**src/rtl/t_flip_flop_pkg.sv**
```systemverilog
// Shared defaults and helpers for the toggle flip-flop bank and its event counter.
package t_flip_flop_pkg;

  localparam int DEFAULT_WIDTH = 1;
  localparam int DEFAULT_CNT_W = 8;
  localparam logic [63:0] DEFAULT_RESET_VAL = '0;

  // Increment a value of the given bit width, holding at all-ones instead of wrapping.
  function automatic logic [31:0] sat_inc(input logic [31:0] value, input int unsigned width);
    logic [31:0] max_val;
    max_val = (width >= 32) ? 32'hFFFF_FFFF : ((32'd1 << width) - 32'd1);
    return (value >= max_val) ? max_val : (value + 32'd1);
  endfunction

endpackage

```
**src/rtl/t_flip_flop_sat_counter.sv**
```systemverilog
// Saturating event counter with asynchronous active-low clear; stops at all-ones.
module t_flip_flop_sat_counter
  import t_flip_flop_pkg::*;
#(
  parameter int CNT_W = DEFAULT_CNT_W
) (
  input  logic             clk,
  input  logic             rst,
  input  logic             inc,
  output logic [CNT_W-1:0] count
);

  always_ff @(posedge clk or negedge rst) begin
    if (!rst) begin
      count <= '0;
    end else if (inc) begin
      count <= CNT_W'(sat_inc(32'(count), CNT_W));
    end
  end

endmodule

```
**src/rtl/t_flip_flop.sv**
```systemverilog
// Bank of WIDTH toggle flip-flops with complement output, a one-cycle toggled flag
// and a saturating count of edges on which any bit toggled.
module t_flip_flop
  import t_flip_flop_pkg::*;
#(
  parameter int               WIDTH     = DEFAULT_WIDTH,
  parameter logic [WIDTH-1:0] RESET_VAL = WIDTH'(DEFAULT_RESET_VAL),
  parameter int               CNT_W     = DEFAULT_CNT_W
) (
  input  logic             clk,
  input  logic             rst,
  input  logic [WIDTH-1:0] t,
  output logic [WIDTH-1:0] q,
  output logic [WIDTH-1:0] qn,
  output logic             toggled,
  output logic [CNT_W-1:0] toggle_cnt
);

  logic any_toggle;

  assign any_toggle = |t;
  assign qn         = ~q;

  always_ff @(posedge clk or negedge rst) begin
    if (!rst) begin
      q       <= RESET_VAL;
      toggled <= 1'b0;
    end else begin
      q       <= q ^ t;
      toggled <= any_toggle;
    end
  end

  // The counter advances on exactly the edges that set toggled.
  t_flip_flop_sat_counter #(
    .CNT_W(CNT_W)
  ) u_sat_counter (
    .clk  (clk),
    .rst  (rst),
    .inc  (any_toggle),
    .count(toggle_cnt)
  );

endmodule

```
**config.mk**
```make
export PLATFORM = sky130hd
export DESIGN_NAME = t_flip_flop
export DESIGN_NICKNAME = d
export VERILOG_FILES = /design/src/rtl/t_flip_flop_pkg.sv /design/src/rtl/t_flip_flop_sat_counter.sv /design/src/rtl/t_flip_flop.sv
export SDC_FILE = /design/constraint.sdc
export NUM_CORES = 1
export LEC_CHECK = 0
export CORE_AREA = 2 2 39 41
export DETAILED_ROUTE_END_ITERATION = 12
export DIE_AREA = 0 0 41 43
export PLACE_DENSITY = 0.69
export REMOVE_ABC_BUFFERS = 1
export SLEW_MARGIN = 10
export SYNTH_ARGS = -nofsm -noshare
export SYNTH_HDL_FRONTEND = slang
export SYNTH_SLANG_ARGS = --single-unit
```
**constraint.sdc**
```tcl
create_clock -name clk -period 1.3 [get_ports clk]
set_input_delay 0.13 -clock clk [delete_from_list [all_inputs] [get_ports clk]]
set_output_delay 0.13 -clock clk [all_outputs]
set_load 0.005 [all_outputs]
```
### After elaboration in Yosys (flattened, before gate mapping)

Index checks and enable logic that the tools add are counted.

| word-level totals | value |
|---|---|
| flip-flop bits (word level) | 10 |
| input port bits | 3 |
| output and inout bits | 11 |

| cells by class | value |
|---|---|
| $add $sub $neg | 1 |
| multiplexer cells | 1 |
| order comparisons | 1 |
| bitwise logic cells | 2 |

Operators by type and width:

| cell | count |
|---|---|
| $add 8x1->8 const B | 1 |
| $ge 8x8->1 const B | 1 |
| $mux 8 | 1 |
| $not 1->1 | 1 |
| $xor 1x1->1 | 1 |

### Longest topological paths before layout

| depth | value |
|---|---|
| depth in word-level cells | 2 |
| depth in mapped cells | 4 |
| depth with buffers taken out | 4 |

### By module

Synthesis repeated with hierarchy kept, for this count alone.

| second synthesis, totals | value |
|---|---|
| cell total of the unflattened synthesis | 42 |
| area, all modules | 469.2 um2 |

Modules (own cells, without submodules):

| module | instances | area each (um2) | cells each |
|---|---|---|---|
| t_flip_flop_sat_counter | 1 | 406.6 | 38 |
| t_flip_flop | 1 | 62.6 | 4 |

### Worst setup path after synthesis

Ideal clock, no wire load.

| timing | value |
|---|---|
| kind | register to register |
| from | register u_sat_counter.count[0] |
| to | register u_sat_counter.count[6] |
| library setup time | 0.125 ns |
| path slack | 0.045 ns |
| cell stages (with the launch flop) | 5 |
| path buffers | 0 |
| required time | 1.175 ns |
| clock period less this slack | 1.255 ns |
| arrival | 1.130 ns |
| cells stage by stage | dfrtp_1 > ha_1 > nand3_1 > nor2_1 > mux2_2 |

| on the way | value |
|---|---|
| cells in the longest elaborated chain, start to end | 2 |
| elaborated cells on any way between the ends | 3 |

Ends and longest elaborated chain:

| element | RTL line | RTL |
|---|---|---|
| start, declared | t_flip_flop_sat_counter.sv:10 | `output logic [CNT_W-1:0] count` |
| start signal, assigned | t_flip_flop_sat_counter.sv:17 | `count <= CNT_W'(sat_inc(32'(count), CNT_W));` |
| $add 8x1->8 / $ge 8x8->1 (equally long branches) | t_flip_flop_pkg.sv:12 | `return (value >= max_val) ? max_val : (value + 32'd1);` |
| $mux 8 * | t_flip_flop_pkg.sv:12 |  |

Every way passes the cells marked *; elsewhere a longest branch is shown, timed or not.
A chain may end at the register's enable or synchronous reset.

### Worst setup path after layout

| timing | value |
|---|---|
| from | register u_sat_counter.count[0] |
| to | register u_sat_counter.count[1] |

The elaborated chain is that of the path after synthesis.

==> results.cfg <==
[drt]
wire_per_inst_um = 12.9
routed_wl_um = 1130
viasPerCell = 4.88
via_count = 429
drc = 0
antenna_left = 0
dr.pass1.iters = 4
drt_iter0_drc = 13

[clock_tree]
clk_pin_slew_ns = 0.06
h-tree-depth = 1
ctsHoldBuffers = 0
cts-root-buf = clkbuf_4
clock_path_buffers = 2
clock-sinks = 10
cts_buffers = 3
clkLatencyLatePin_ns = 0.26
cts_tree = built

[logic_synthesis]
seq_area_frac_synth = 0.488
ys_async_sr_fraction = 1.00
synth_cells = 45
yosysMostFrequentCell = dfrtp_1
syn_avg_cell_area_um2 = 11.4
yosysUniqueCellTypes = 21
synth_top_cell_area_share = 0.488
ys_warn_count = 0
synthTopCellsByCount = dfrtp_1, mux2_2, nor2_1
ys.flop_type = dfrtp_1
syn_area_um2 = 513
yosys_register_bits = 10
synth.area.top_cells = dfrtp_1, mux2_2, a31oi_4, a21oi_1, nand3_1
synth_edf_count = 0
synth.largest_area_cell = dfrtp_1

[placement]
hpwl_um = 764
place_congestion = 0.731
io_buffers = 13
dp_slack_ns = -0.164

[layout]
drive_gt1_frac = 0.403
finalCoreUtilization = 0.554
n_antenna_cell = 0
multiInputGateArea_um2 = 243
ff_latch_area_um2 = 251
area_growth_pct = 49.5
layout.nets = 78
fillers = 125

[pwr]
seq_power_share = 0.355
intPower_mw = 0.998
switchingPower_mw = 0.488
sw_frac_of_total = 0.328
power_mw = 1.49
power.density_nw_per_um2 = 1940
pwr-share-clk = 0.139
leakage_nw = 0.371
irDropWorstVdd_mv = 0.620
power_frac_comb = 0.506

[floorplan]
fp.dieH_um = 43
die_x_um = 41
core_area_um2 = 1380
start_util = 0.371
fp.dieArea_um2 = 1760
io_pins = 14
rows = 14

[critical_path]
rr_worst_depth = 4
start_kind = register
crit_required_ns = 1.48
r2r_slack_ns = 0.02
worstPathArrival_ns = 1.46
reg2reg_from = u_sat_counter.count[0]
worstSetupEndpoint = u_sat_counter.count[1]
critical_path_class = reg2reg
end_kind = register
path_max_fanout = 6
crit_start = u_sat_counter.count[0]
r2r_end = u_sat_counter.count[1]

[sta]
fin_skew_ns = 0.00353
drv_slew = 0
slew_headroom = 0.685
fin_crit_sh = 0.986
hold_violations = 0
tightest_slew_ns = 0.472
whs_ns = 0.191
setup_viol = 0
rsz0062_at_grt = true
setup_slack_ns = 0.0188
period_needed_ns = 1.28
max_freq_mhz = 781

[run_status]
status = complete, no violations

[global_routing]
grt_pass1_vias = 424
grt_pass1_wl_um = 1810
grt_max_degree = 11
grt_util_all_layers = 0.155
gr-total-overflow = 0
antenna_found_initial = 0

[hold_path]
min_path_type = in2async

[flow_run]
maxCapViolCount = 0
[power groups by stage]
stage,registers (mW),clock network [mW],logic [mW]
finish,0.527,0.207,0.752
floorplan,0.574,0,0.252
detailed placement,0.574,0,0.619
CTS,0.529,0.220,0.737
global placement,0.567,0,0.609
global route,0.545,0.232,0.830
[repair_timing]
item / in CTS / in global routing
resized for setup: 7 / 2
endpoints found under the setup margin: 11 / 8
pin swaps: 0 / 1
setup buffers: 6 / 1
[stage by stage]
step / TNS [ns] / instance area (um2) / cells
after floorplan: 0 / 502 / 44
after global placement: -0.394 / 689 / 78
after detailed placement: -0.446 / 689 / 78
after CTS: 0 / 754 / 87
after global routing: -0.102 / 767 / 88
final: 0 / 767 / 88
[worst min-delay path by stage]
stage                              to  cells after the start
3_3_place_gp                        q                      1
3_5_place_dp   u_sat_counter.count[3]                      1
5_1_grt        u_sat_counter.count[3]                      1
4_1_cts        u_sat_counter.count[3]                      1
2_1_floorplan                       q                      0
6_report       u_sat_counter.count[7]                      1
[logic make-up (layout without fill, tap and decap cells)]
group,count (synthesis),count (layout),share of synthesized area
fa+ha+maj,1,1,0.0244
mux,5,5,0.117
compound gates,5,5,0.0805
simple gates,19,19,0.229
buf+inv,4,31,0.0439
xor+xnor,1,1,0.0171
flops,10,10,0.488
[state kept, by name, indices dropped and copies added (netlist names)]
signal / count
q: 1
u_sat_counter.count: 8
toggled: 1
[worst max-delay path, cell delays in order, from the launching register on]
cell and delay [ns]:
dfrtp_1 0.36, ha_2 0.25, nand4_2 0.14, or2_4 0.29, a31oi_4 0.17
[layer usage]
metal / track usage / vias to the layer above / share of wire
li1: - / 212 / -
met1: 0.187 / 200 / 0.45
met2: 0.228 / 15 / 0.48
met3: 0.0314 / 2 / 0.055
met4: 0.120 / 0 / 0.012
met5: 0 / - / 0
[final cells by class]
cell class                      count  area share
Clock buffer                        3      0.0294
Timing Repair Buffer               25       0.285
Tap cell                           16      0.0261
Inverter                            3      0.0147
Sequential cell                    10       0.328
Multi-Input combinational cell     31       0.316
[layout by cell type, fill, tap and decap left out, types with 2 or more instances in the layout]
| master | n |
|---|---|
| nand2_1 | 3 |
| nor2_1 | 4 |
| a21oi_1 | 3 |
| clkbuf_4 | 3 |
| clkdlybuf4s50_1 | 6 |
| nand2b_1 | 2 |
| mux2_2 | 4 |
| dlymetal6s2s_1 | 2 |
| buf_4 | 12 |
| inv_1 | 3 |
| dlygate4sd2_1 | 5 |
| dfrtp_1 | 9 |
| nand3_1 | 3 |
Note: power is estimated with default switching activity, not from simulation.
